## src/rtl/alu_pkg.sv

```systemverilog
// Shared ALU definitions: op encodings used by the control unit, flag bit positions and FSM states.
package alu_pkg;

  typedef enum logic [2:0] {
    ALU_ADD = 3'b000,
    ALU_SUB = 3'b001,
    ALU_MUL = 3'b010,
    ALU_SLL = 3'b011,
    ALU_XOR = 3'b101,
    ALU_SLR = 3'b111
  } alu_op_t;

  localparam int FLAG_N = 3;
  localparam int FLAG_Z = 2;
  localparam int FLAG_C = 1;
  localparam int FLAG_V = 0;

  typedef enum logic {
    IDLE = 1'b0,
    MUL  = 1'b1
  } state_t;

  function automatic logic [3:0] mkFlags(input logic n, input logic z,
                                         input logic c, input logic v);
    logic [3:0] f;
    f         = '0;
    f[FLAG_N] = n;
    f[FLAG_Z] = z;
    f[FLAG_C] = c;
    f[FLAG_V] = v;
    return f;
  endfunction

endpackage

```

## src/rtl/alu_execute_unit_mul.sv

```systemverilog
// Iterative shift-add multiplier: one partial product per cycle, WIDTH cycles per product.
module iterative_multiplier #(
  parameter int WIDTH = 32
) (
  input  logic             clk,
  input  logic             rst,
  input  logic             start_i,
  input  logic             abort_i,
  input  logic [WIDTH-1:0] mcand_i,
  input  logic [WIDTH-1:0] mplier_i,
  output logic             done_o,
  output logic [WIDTH-1:0] product_o
);

  localparam int CW = $clog2(WIDTH);
  localparam logic [CW-1:0] LAST = CW'(WIDTH - 1);

  logic [WIDTH-1:0] mcand_q, mplier_q, acc_q, accStep;
  logic [CW-1:0]    cnt_q;
  logic             busy_q;

  // The final step's sum is exposed combinationally so the top can register it on the last edge.
  assign accStep   = acc_q + (mplier_q[0] ? mcand_q : '0);
  assign done_o    = busy_q && (cnt_q == LAST);
  assign product_o = accStep;

  always_ff @(posedge clk) begin
    if (rst) begin
      mcand_q  <= '0;
      mplier_q <= '0;
      acc_q    <= '0;
      cnt_q    <= '0;
      busy_q   <= 1'b0;
    end else if (start_i) begin
      mcand_q  <= mcand_i;
      mplier_q <= mplier_i;
      acc_q    <= '0;
      cnt_q    <= '0;
      busy_q   <= 1'b1;
    end else if (busy_q) begin
      if (abort_i) begin
        busy_q <= 1'b0;
      end else begin
        acc_q    <= accStep;
        mcand_q  <= mcand_q << 1;
        mplier_q <= mplier_q >> 1;
        cnt_q    <= cnt_q + 1'b1;
        if (cnt_q == LAST) busy_q <= 1'b0;
      end
    end
  end

endmodule

```

## src/rtl/alu_execute_unit.sv

```systemverilog
// Execute-stage ALU: single-cycle add/sub/shift/xor with registered result and flags,
// plus a stalling iterative multiply.
module alu_execute_unit
  import alu_pkg::*;
#(
  parameter int WIDTH = 32,
  parameter int SHW   = $clog2(WIDTH)
) (
  input  logic             clk,
  input  logic             rst,
  input  logic             in_valid,
  output logic             in_ready,
  input  logic [2:0]       ALUControl,
  input  logic [WIDTH-1:0] SrcA,
  input  logic [WIDTH-1:0] SrcB,
  input  logic             flush,
  output logic             out_valid,
  output logic [WIDTH-1:0] ALUResult,
  output logic [3:0]       ALUFlags,
  output logic             Stall
);

  state_t           state_q, state_d;
  logic [WIDTH-1:0] result_q, result_d;
  logic [3:0]       flags_q, flags_d;
  logic             outValid_q, outValid_d;

  logic [WIDTH-1:0] aluRes;
  logic [3:0]       aluFlags;
  logic [WIDTH:0]   sumExt;
  logic             mulStart, mulAbort, mulDone;
  logic [WIDTH-1:0] mulProduct;

  iterative_multiplier #(.WIDTH(WIDTH)) u_mul (
    .clk       (clk),
    .rst       (rst),
    .start_i   (mulStart),
    .abort_i   (mulAbort),
    .mcand_i   (SrcA),
    .mplier_i  (SrcB),
    .done_o    (mulDone),
    .product_o (mulProduct)
  );

  // Undefined encodings fall through to the zero result with only Z set.
  always_comb begin
    sumExt   = '0;
    aluRes   = '0;
    aluFlags = mkFlags(1'b0, 1'b1, 1'b0, 1'b0);
    case (ALUControl)
      ALU_ADD: begin
        sumExt   = {1'b0, SrcA} + {1'b0, SrcB};
        aluRes   = sumExt[WIDTH-1:0];
        aluFlags = mkFlags(aluRes[WIDTH-1], aluRes == '0, sumExt[WIDTH],
                           (SrcA[WIDTH-1] == SrcB[WIDTH-1]) && (aluRes[WIDTH-1] != SrcA[WIDTH-1]));
      end
      ALU_SUB: begin
        sumExt   = {1'b0, SrcA} + {1'b0, ~SrcB} + {{WIDTH{1'b0}}, 1'b1};
        aluRes   = sumExt[WIDTH-1:0];
        aluFlags = mkFlags(aluRes[WIDTH-1], aluRes == '0, sumExt[WIDTH],
                           (SrcA[WIDTH-1] != SrcB[WIDTH-1]) && (aluRes[WIDTH-1] != SrcA[WIDTH-1]));
      end
      ALU_SLL: begin
        aluRes   = SrcA << SrcB[SHW-1:0];
        aluFlags = mkFlags(aluRes[WIDTH-1], aluRes == '0, 1'b0, 1'b0);
      end
      ALU_SLR: begin
        aluRes   = SrcA >> SrcB[SHW-1:0];
        aluFlags = mkFlags(aluRes[WIDTH-1], aluRes == '0, 1'b0, 1'b0);
      end
      ALU_XOR: begin
        aluRes   = SrcA ^ SrcB;
        aluFlags = mkFlags(aluRes[WIDTH-1], aluRes == '0, 1'b0, 1'b0);
      end
      default: ;
    endcase
  end

  // flush outranks in_valid: a flushed accept neither starts a multiply nor loads the outputs.
  always_comb begin
    state_d    = state_q;
    result_d   = result_q;
    flags_d    = flags_q;
    outValid_d = 1'b0;
    mulStart   = 1'b0;
    mulAbort   = 1'b0;
    case (state_q)
      IDLE: begin
        if (in_valid && !flush) begin
          if (ALUControl == ALU_MUL) begin
            mulStart = 1'b1;
            state_d  = MUL;
          end else begin
            result_d   = aluRes;
            flags_d    = aluFlags;
            outValid_d = 1'b1;
          end
        end
      end
      MUL: begin
        if (flush) begin
          mulAbort = 1'b1;
          state_d  = IDLE;
        end else if (mulDone) begin
          result_d   = mulProduct;
          flags_d    = mkFlags(mulProduct[WIDTH-1], mulProduct == '0, 1'b0, 1'b0);
          outValid_d = 1'b1;
          state_d    = IDLE;
        end
      end
      default: state_d = IDLE;
    endcase
  end

  always_ff @(posedge clk) begin
    if (rst) begin
      state_q    <= IDLE;
      result_q   <= '0;
      flags_q    <= '0;
      outValid_q <= 1'b0;
    end else begin
      state_q    <= state_d;
      result_q   <= result_d;
      flags_q    <= flags_d;
      outValid_q <= outValid_d;
    end
  end

  assign in_ready  = (state_q == IDLE);
  assign Stall     = (state_q == MUL);
  assign out_valid = outValid_q;
  assign ALUResult = result_q;
  assign ALUFlags  = flags_q;

endmodule

```

## config.mk

```make
export PLATFORM = sky130hd
export DESIGN_NAME = alu_execute_unit
export DESIGN_NICKNAME = d
export VERILOG_FILES = /design/src/rtl/alu_pkg.sv /design/src/rtl/alu_execute_unit_mul.sv /design/src/rtl/alu_execute_unit.sv
export SDC_FILE = /design/constraint.sdc
export NUM_CORES = 1
export LEC_CHECK = 0
export BUFFER_PORTS_ARGS = -buffer_cell sky130_fd_sc_hd__buf_4
export CORE_ASPECT_RATIO = 2
export CORE_MARGIN = 2
export CORE_UTILIZATION = 57
export DETAILED_ROUTE_END_ITERATION = 8
export GPL_TIMING_DRIVEN = 0
export PLACE_DENSITY_LB_ADDON = 0.05
export SLEW_MARGIN = 0
export SYNTH_ARGS = -nofsm -noshare
export SYNTH_HDL_FRONTEND = slang
export SYNTH_HIERARCHICAL = 1
export SYNTH_SLANG_ARGS = --single-unit
```

## constraint.sdc

```tcl
create_clock -name clk -period 4.6 [get_ports clk]
set_input_delay 0.23 -clock clk [delete_from_list [all_inputs] [get_ports clk]]
set_output_delay 0.23 -clock clk [all_outputs]
set_load 0.005 [all_outputs]
```

==> results.md, run 1 <==
* TritonCTS buffer count at 17
* Halt Stage: global routing (5_1_grt)
* Area share of fa/ha/maj cells after synthesis at between 8 and 9%
* Post-synth ARST share at 0%
* Simple logic cell fraction of the synthesized area at between 20 and 25%
* Count of flip-flops with a built-in enable after synthesis at 0
* Most frequently used cell type in the post-synthesis netlist: sky130_fd_sc_hd__nand2_1
* Average cell area after synthesis at slightly above 7 um2
* Total overflow reported by the global router at 142
* Combinational family with the most area after synthesis: compound AO/OA/AOI/OAI gates
* Initial core utilization at 57.8%
* Clock tree root driver cell: sky130_fd_sc_hd__clkbuf_16
* Synth area leader: sky130_fd_sc_hd__dfxtp_1
* Top-area cell type share of the netlist area at ~17%
* Instance count after placement with tap cells included at 2731
* Flip-flop and latch count after synthesis at 139
* Clk sink count at between 100 and 150
* Unique masters post-synth at 102
* Total routing usage reported by global routing at 67.7%
* Xor and xnor fraction of the mapped netlist area at under 10%
* Mux cell area share after synthesis at about 10%
* Synthesized instance count at around 2300
* Horizontal extent of the die at approximately 120 um
* Yosys warnings at 6
* Wire length of the first global-routing pass at 152 mm
* Total I/O pin count at 110
* Die height at between 200 and 250 um
* Clock tree buffer depth at 2
* Commonest register cell after synthesis: sky130_fd_sc_hd__dfxtp_1
* Area of the mapped netlist at 16200 um2
* Last weighted congestion value of the routability-driven placer at 1.23
* HPWL reported at the end of detailed placement at 66.0 mm
* Site Rows at 87
* Synthesized Nets at roughly 2400
* Complex-gate fraction of the synthesized area at 29.9%
* Most instantiated cells after synthesis: sky130_fd_sc_hd__nand2_1, sky130_fd_sc_hd__a21oi_1, sky130_fd_sc_hd__nor2_1
* Maximum number of pins on one net before global-route repair at 19
* Area contributors post-synth: sky130_fd_sc_hd__dfxtp_1, sky130_fd_sc_hd__a21oi_1, sky130_fd_sc_hd__ha_1
* First error: [ERROR GRT-0116] Global routing finished with congestion. Check the congestion regions in the DRC Viewer.
* Run status: stopped before the end
* Post-synthesis sequential area ratio at between 15 and 20%
* I/O Buffers at roughly 110
* Number of global-route vias before repair at between 20000 and 25000
* Level count of the clock H-tree at 4
## per-stage QoR
| step | cell area [um2] | setup WS [ns] |
|---|---|---|
| floorplan | 16200 | 0.0223 |
| global placement | 17500 | -2.14 |
| detailed placement | 17500 | -2.23 |
| CTS | 18800 | -0.272 |
## cell families after synthesis
family,after synthesis
adder cells (fa/ha/maj),102
XOR/XNOR,80
AO/OA/AOI/OAI,730
buffers and inverters,256
flip-flops,139
AND/OR/NAND/NOR,850
multiplexers,110
## metal layers
layer / track usage, % / overflow
met5: 1.74 / 0
met4: 70.9 / 52
met2: 89.4 / 86
met1: 66.1 / 1
met3: 45.4 / 3
## timing repair
item / 4_1_cts
gates resized for setup: 101
pin swaps: 43
buffers inserted: 32
cloned: 2
hold buffers: 0
endpoints found under the setup margin: 20
==> run 2, diff against run 1 <==
Settings changed: CORE_ASPECT_RATIO 2 to default, CORE_UTILIZATION 57 to 40, PLACE_DENSITY_LB_ADDON 0.05 to 0.15.
Clock period 4.6 ns to 5.98 ns, I/O delays scaled along.
==> run 2 against run 1 <==
Against the previous run:
- the run now ends clean
- synthesized cell count stayed put
- area after synthesis did not move
==> results.md, run 2 <==
* Non-Filler Cell Area, Final at around 18000 um2
* Antenna-violating nets left at 0
* Number of global-route vias before repair at ~18000
* Final-report setup violation count at 0
* Area added between synthesis and finish at 13.5%
* I/O Buffers at approximately 110
* Hold-fix buffer count after cts at 0
* Area share of fa/ha/maj cells after synthesis at approximately 8%
* Most prevalent standard cell on the critical path: sky130_fd_sc_hd__nand2_1
* Cell area reported after detailed placement at 17700 um2
* Most common cell after layout, fill and taps aside: sky130_fd_sc_hd__nand2_1
* Complex-gate fraction of the synthesized area at approximately 30%
* Slew @ Worst Pin at ~1.4 ns
* Area inside the core boundary at 39900 um2
* Clk_lat worst skew at ~0.47 ns
* Horizontal extent of the die at between 200 and 250 um
* Total routing usage reported by global routing at about two fifths
* Final core utilization at 46.1%
* Cell at the slowest stage of the critical path: sky130_fd_sc_hd__o41ai_4
* Yosys warnings at 6
* Clock tree skew after final layout at roughly 0.023 ns
* Total I/O pin count at 110
* TritonCTS buffer count at 17
* Sequential power share at ~28%
* Post-route DRC at 0
* Synth area leader: sky130_fd_sc_hd__dfxtp_1
* Unique masters post-synth at slightly above 100
* Synthesized Nets at 2440
* Maximum number of pins on one net before global-route repair at 17
* Mux cell area share after synthesis at approximately a tenth
* HPWL reported at the end of detailed placement at roughly 67 mm
* Wire length of the first global-routing pass at 123 mm
* Final worst path period share at roughly 97%
* Net Sw Frac at between 40% and 50%
* Max Transition Viols Final at 0
* Post-synth ARST share at 0%
* Fin worst setup slack at around 0.15 ns
* Xor and xnor fraction of the mapped netlist area at under 10%
* Antenna violations before repair at 1
* Simple logic cell fraction of the synthesized area at 24.1%
* Flip-flop and latch count after synthesis at ~140
* # Max-Cap Violations at 0
* Share of power burned in the clock network at approximately 33%
* Worst Path Max Fanout at 10
* Total iterations of the first detailed-routing run at 9
* Min-Delay Path Class: in2reg
* Worst r2r path cells at 22
* Switching power at between 1 and 1.5 mW
* Total overflow reported by the global router at 0
* # nets final at ~2600
* Full die area at between 40000 and 50000 um2
* Count of vias placed by the detailed router at 19600
* Largest voltage drop on the vdd net at 0.000161 V
* Most frequent cells in the layout: sky130_fd_sc_hd__nand2_1, sky130_fd_sc_hd__a21oi_1, sky130_fd_sc_hd__nor2_1
* Clock slew at reported path FFs at around 0.080 ns
* Combinational power share at slightly below 40%
* Synthesized instance count at ~2300
* Combinational family with the most area after synthesis: compound AO/OA/AOI/OAI gates
* Share of layout cells above drive strength 1 at about an eighth
* Initial core utilization at 40.7%
* Initial DRC Count at 2519
* Level count of the clock H-tree at 4
* Post-route insts no fill at 2940
* Average cell area after synthesis at about 7 um2
* Site Rows at 73
* Most frequently used cell type in the post-synthesis netlist: sky130_fd_sc_hd__nand2_1
* Highest achievable clock rate at roughly 0.17 GHz
* Run status: finished clean
* Start-to-end type of the worst setup path: reg2reg
* Most instantiated cells after synthesis: sky130_fd_sc_hd__nand2_1, sky130_fd_sc_hd__a21oi_1, sky130_fd_sc_hd__nor2_1
* Internal power contribution at 2.04 mW
* Number of vias per cell at around 6.7
* Die height at about 210 um
* Post-synthesis sequential area ratio at 17.1%
* Last weighted congestion value of the routability-driven placer at between 1 and 1.5
* Commonest register cell after synthesis: sky130_fd_sc_hd__dfxtp_1
* Top-area cell type share of the netlist area at roughly 17%
* Instance count after placement with tap cells included at 2900
* Area contributors post-synth: sky130_fd_sc_hd__dfxtp_1, sky130_fd_sc_hd__a21oi_1, sky130_fd_sc_hd__ha_1
* Clk sink count at ~140
* Setup repair after global routing missed its margin: false
* Relative slew slack at around a tenth
* Post-layout min period at roughly 5.8 ns
* Static Leakage at 7.24 nW
* Power Dens Cells at around 190 nW/um2
* Area of the mapped netlist at around 16000 um2
* Final Hold Fails at 0
* Count of cells along the worst hold path at 3
* Clock tree buffer depth at 2
* Placement-stage worst setup slack at -0.889 ns
* Ordered list of cells on the worst path: clkbuf_2 -> and2_1 -> ha_1 -> nand2_1 -> a2111oi_4 -> nor2_2 -> o41ai_4 -> a211oi_1 -> or3_4 -> nand2_1 -> xnor2_1 -> nor4_1 -> nand4_1 -> nor3_2 -> a41oi_2 -> a211oi_4 -> nand4_1 -> nor4_2 -> nand4b_1 -> nor4_2 -> a21oi_1 -> nand2_1
* Maximum single-stage delay on the critical path at 0.46 ns
* Mean routed wirelength per cell at roughly 29 um
* Clock tree root driver cell: sky130_fd_sc_hd__clkbuf_16
* TritonCTS clock tree: yes
* Element type at the critical path end: register
* Arrival time at the worst endpoint at ~6.2 ns
* Required time of the worst setup path at around 6.4 ns
* Aggregate routed wire length at roughly 85 mm
* Final TNS setup at 0 ns
* Count of flip-flops with a built-in enable after synthesis at 0
* Crit path launch type: register
-- run 2: cell counts after synthesis --
No cell type changed its count.
-- run 2: stage by stage --
stage	hold WS, ns	power, mW
after global placement	0.445	2.29
after detailed placement	0.452	2.28
after floorplan	0.432	1.75
final	0.0777	3.47
after global routing	0.0897	3.58
after CTS	0.0647	3.42
-- run 2: layout make-up --
cell class / instances / area (um2)
fillers: 4154 / 21500
flip-flops and latches: 139 / 2790
inverters: 88 / 330
plain buffers: 168 / 729
diodes: 4 / 10.0
multi-input cells: 1872 / 12500
well taps: 525 / 657
clock inverters: 11 / 130
clock buffers: 21 / 470
repair buffers: 112 / 841
-- run 2: critical path: cells and delay by family, from the launching register on --
kind | cells | cell delay (ns)
xor gates and xnor gates | 1 | 0.15
buffers and inverters | 1 | 0.19
and+or+nand+nor | 13 | 2.76
DFF | 1 | 0.41
AOI/OAI and AO/OA | 6 | 1.85
adders and majority gates | 1 | 0.36
-- run 2: per-layer routing --
metal | global-route usage, % | vias to the layer above | part of all wire (%)
li1 | - | 8625 | -
met1 | 51.7 | 9451 | 40
met2 | 60.9 | 1229 | 43
met3 | 11.7 | 250 | 11
met4 | 20.2 | 2 | 5.7
met5 | 0.238 | - | 0.014
-- run 2: power groups by stage --
stage	sequential [mW]	combinational (mW)	clock (mW)
final	0.963	1.36	1.14
after global routing	0.965	1.42	1.19
after CTS	0.964	1.31	1.15
after detailed placement	0.984	1.30	0
after global placement	0.983	1.31	0
after floorplan	0.980	0.775	0
-- run 2: worst paths after layout --
path | from | to | slack [ns]
worst max-delay path | u_mul/mplier_q[0] | ALUFlags[2] | 0.15
worst min-delay path | SrcB[5] | u_mul/mplier_q[5] | 0.08
worst max register to register | u_mul/mplier_q[0] | ALUFlags[2] | 0.15
worst min register to register | u_mul/acc_q[21] | u_mul/acc_q[21] | 0.46
-- run 2: what timing repair did --
action                                  4_1_cts  5_1_grt
pin swaps                                     2       10
endpoints found under the setup margin        1        1
buffers inserted                              2        2
gates resized for setup                       8       14
-- run 2: kinds of logic (layout without fill, tap and decap cells) --
family | after synthesis | in the layout
xor+xnor | 80 | 80
fa+ha+maj | 102 | 102
flops | 139 | 139
buf+inv | 256 | 400
compound gates | 730 | 730
mux | 110 | 110
simple gates | 850 | 850
other cells | 0 | 4
No activity file was read; power rests on OpenSTA's default activity.
==> run 3, diff against run 2 <==
Settings changed: ABC_AREA from default to 1.
==> run 3 against run 2 <==
Against the previous run:
- the flow now finishes with violations (DRC)
- hold slack improved by 0.084 ns
- clock power fell by 9%
- synthesized cell count rose by 46%
- worst setup slack improved by 1.5 ns
- design area grew 8.4%
- sequential power rose by 0.9%
- first-iteration DRC count is 53% higher
- cell count grew 37%
- global-route usage grew 1.6 points
==> results.md, run 3 <==
* Run status: finished, violations left
* Violations in the final reports: DRC
* Last weighted congestion value of the routability-driven placer at 1.06
* Average cell area after synthesis at 5.40 um2
* Most frequently used cell type in the post-synthesis netlist: sky130_fd_sc_hd__nand2_1
* Post-route DRC at 1
* TritonCTS clock tree: yes
* Wire length of the first global-routing pass at approximately 140 mm
* Final Hold Fails at 0
* Global route hottest layer: met2
* Number of filler instances in the final layout at 4912
* Cell count along the critical path at 19
* Post-synth ARST share at 0%
* Cell at the slowest stage of the critical path: sky130_fd_sc_hd__clkbuf_1
* Maximum number of pins on one net before global-route repair at 17
* Arrival time at the worst endpoint at 4.68 ns
* Multi-input logic area at around 13000 um2
* Commonest register cell after synthesis: sky130_fd_sc_hd__dfxtp_1
* Area added between synthesis and finish at 11.9%
* Number of global-route vias before repair at approximately 22000
* Final TNS setup at 0 ns
* Final-report setup violation count at 0
* Global-route track usage on met1 at between 50% and 60%
* Element type at the critical path end: register
* Ordered list of cells on the worst path: clkbuf_1 -> clkbuf_1 -> nand2_1 -> inv_1 -> ha_1 -> fa_1 -> nand3_1 -> nand3_1 -> nand2_1 -> nand2_1 -> nand3_1 -> nand4_1 -> nand2_1 -> nor4_1 -> nand2_1 -> nor4_1 -> a41o_1 -> inv_1 -> a21oi_2
* # Max-Cap Violations at 0
* Aggregate routed wire length at 99.9 mm
* Sequential standard cell area at between 2000 and 3000 um2
* Buffers inserted by post-CTS timing repair at 0
* Clock slew at reported path FFs at 0.07 ns
* Worst hold slack across all endpoints at around 0.16 ns
* Top delay family on crit path: simple AND/OR/NAND/NOR gates
* Clock tree skew after final layout at approximately 0.011 ns
* Count of vias placed by the detailed router at approximately 24000
* Setup repair after global routing missed its margin: false
* Most instantiated cells after synthesis: sky130_fd_sc_hd__nand2_1, sky130_fd_sc_hd__nand3_1, sky130_fd_sc_hd__inv_1
* Slew @ Worst Pin at 1.38 ns
* Clk sink count at approximately 140
* Maximum single-stage delay on the critical path at 0.36 ns
* Required time of the worst setup path at between 6 and 7 ns
* Total iterations of the first detailed-routing run at 9
* Clock tree buffer depth at 2
* Post-cts repair resize count at 0
* GRT met2 Usage at between 60% and 70%
* Mean routed wirelength per cell at around 25 um
* Full die area at around 46000 um2
* Total buffers and inverters traversed by the critical path at 4
* Yosys warnings at 6
* Count of flip-flops with a built-in enable after synthesis at 0
* Antenna violations before repair at 5
* Initial core utilization at about two fifths
* Clk_lat worst skew at 0.44 ns
* Largest voltage drop on the vdd net at 0.000211 V
* Total I/O pin count at 110
* Max Transition Viols Final at 0
* Post-route insts no fill at about 4000
* Met3 Use GR at ~7.3%
* Area contributors post-synth: sky130_fd_sc_hd__nand2_1, sky130_fd_sc_hd__dfxtp_1, sky130_fd_sc_hd__nand3_1
* Clock tree root driver cell: sky130_fd_sc_hd__clkbuf_16
* Post-synthesis sequential area ratio at around 16%
* Count of cells along the worst hold path at 4
* Total routing usage reported by global routing at 41.7%
* Instance count after placement with tap cells included at between 4000 and 5000
* Die height at 215 um
* Flip-flop and latch count after synthesis at 139
* Final worst path period share at 72.0%
* Area inside the core boundary at approximately 44000 um2
* Initial DRC Count at between 3000 and 4000
* Static Leakage at between 10 and 15 nW
* Worst r2r path cells at 19
* Level count of the clock H-tree at 4
* Crit path launch type: register
* Hold-fix buffer count after cts at 0
* Min-Delay Path Class: in2reg
* Total overflow reported by the global router at 0
* I/O Buffers at between 100 and 150
* Share of layout cells above drive strength 1 at about 8.3%
* Power Dens Cells at 172 nW/um2
* Most common cell after layout, fill and taps aside: sky130_fd_sc_hd__nand2_1
* # nets final at between 3000 and 4000
* Start-to-end type of the worst setup path: reg2reg
* Unique masters post-synth at 58
* HPWL reported at the end of detailed placement at ~83 mm
* Post-layout min period at 4.31 ns
* Top-area cell type share of the netlist area at a little over a fifth
* Synthesized instance count at about 3300
* Cell area reported after detailed placement at approximately 19000 um2
* Most frequent cells in the layout: sky130_fd_sc_hd__nand2_1, sky130_fd_sc_hd__nand3_1, sky130_fd_sc_hd__inv_1
* Area of the mapped netlist at ~18000 um2
* Antenna-violating nets left at 0
* Horizontal extent of the die at ~220 um
* Overall power after layout at around 3.4 mW
* Synthesized Nets at roughly 3500
* Relative slew slack at a little under 7%
* Number of vias per cell at approximately 5.9
* Worst Path Max Fanout at 10
* Synth area leader: sky130_fd_sc_hd__nand2_1
* Most prevalent standard cell on the critical path: sky130_fd_sc_hd__nand2_1
* Non-Filler Cell Area, Final at approximately 20000 um2
* Highest achievable clock rate at about 0.23 GHz
* TritonCTS buffer count at 17
* Site Rows at 77
==> run 3: logic make-up (layout without fill, tap and decap cells) <==
| kind of cell | count (synthesis) | in the layout | share of synthesized area [%] |
|---|---|---|---|
| and+or+nand+nor | 2017 | 2017 | 48.3 |
| buffers and inverters | 590 | 731 | 13.7 |
| AOI/OAI and AO/OA | 423 | 423 | 13.5 |
| DFF | 139 | 139 | 15.6 |
| adders and majority gates | 102 | 102 | 7.28 |
| xor gates and xnor gates | 32 | 32 | 1.61 |
| other | 0 | 1 | 0 |
==> run 3: power breakdown <==
part	switching [mW]	internal [mW]	leakage, nW
logic	1.04	0.385	9.04
registers	0.0184	0.953	1.13
clock network	0.459	0.580	0.275
==> run 3: path summary, 6_finish.rpt <==
kind                                         from             end  slack [ns]
worst min-delay path                        flush           Stall        0.16
worst max-delay path            u_mul/mplier_q[0]     ALUFlags[2]        1.67
worst min register to register     u_mul/acc_q[0]  u_mul/acc_q[0]        0.47
worst max register to register  u_mul/mplier_q[0]     ALUFlags[2]        1.67
==> run 3: per-stage QoR <==
step	setup WS (ns)	utilization (%)
6_report	1.67	45.3
5_1_grt	1.48	45.3
4_1_cts	1.75	45.3
3_5_place_dp	1.82	44.0
3_3_place_gp	1.83	44.0
2_1_floorplan	2.91	-
==> run 3: metal layers <==
layer / vias up / share of wire (%)
met5: - / 0
met4: 0 / 7.1
met1: 11000 / 40
met3: 334 / 10
li1: 11000 / -
met2: 1548 / 43
==> run 3: cell type report <==
cell class / instances / area share, %
Clock buffer: 17 / 2.13
Inverter: 424 / 7.99
Clock inverter: 15 / 0.708
Tap cell: 592 / 3.71
Timing Repair Buffer: 109 / 4.10
Multi-Input combinational cell: 2574 / 63.2
Antenna cell: 1 / 0.0125
Buffer: 166 / 4.24
Sequential cell: 139 / 13.9
==> run 3: worst reg2reg max path, delay by kind of cell (launching register included) <==
kind	cells	cell delay, ns
AND/OR/NAND/NOR	11	2.13
buffers and inverters	4	0.79
adder cells (fa/ha/maj)	2	0.54
AO/OA/AOI/OAI	2	0.44
flip-flops	1	0.33
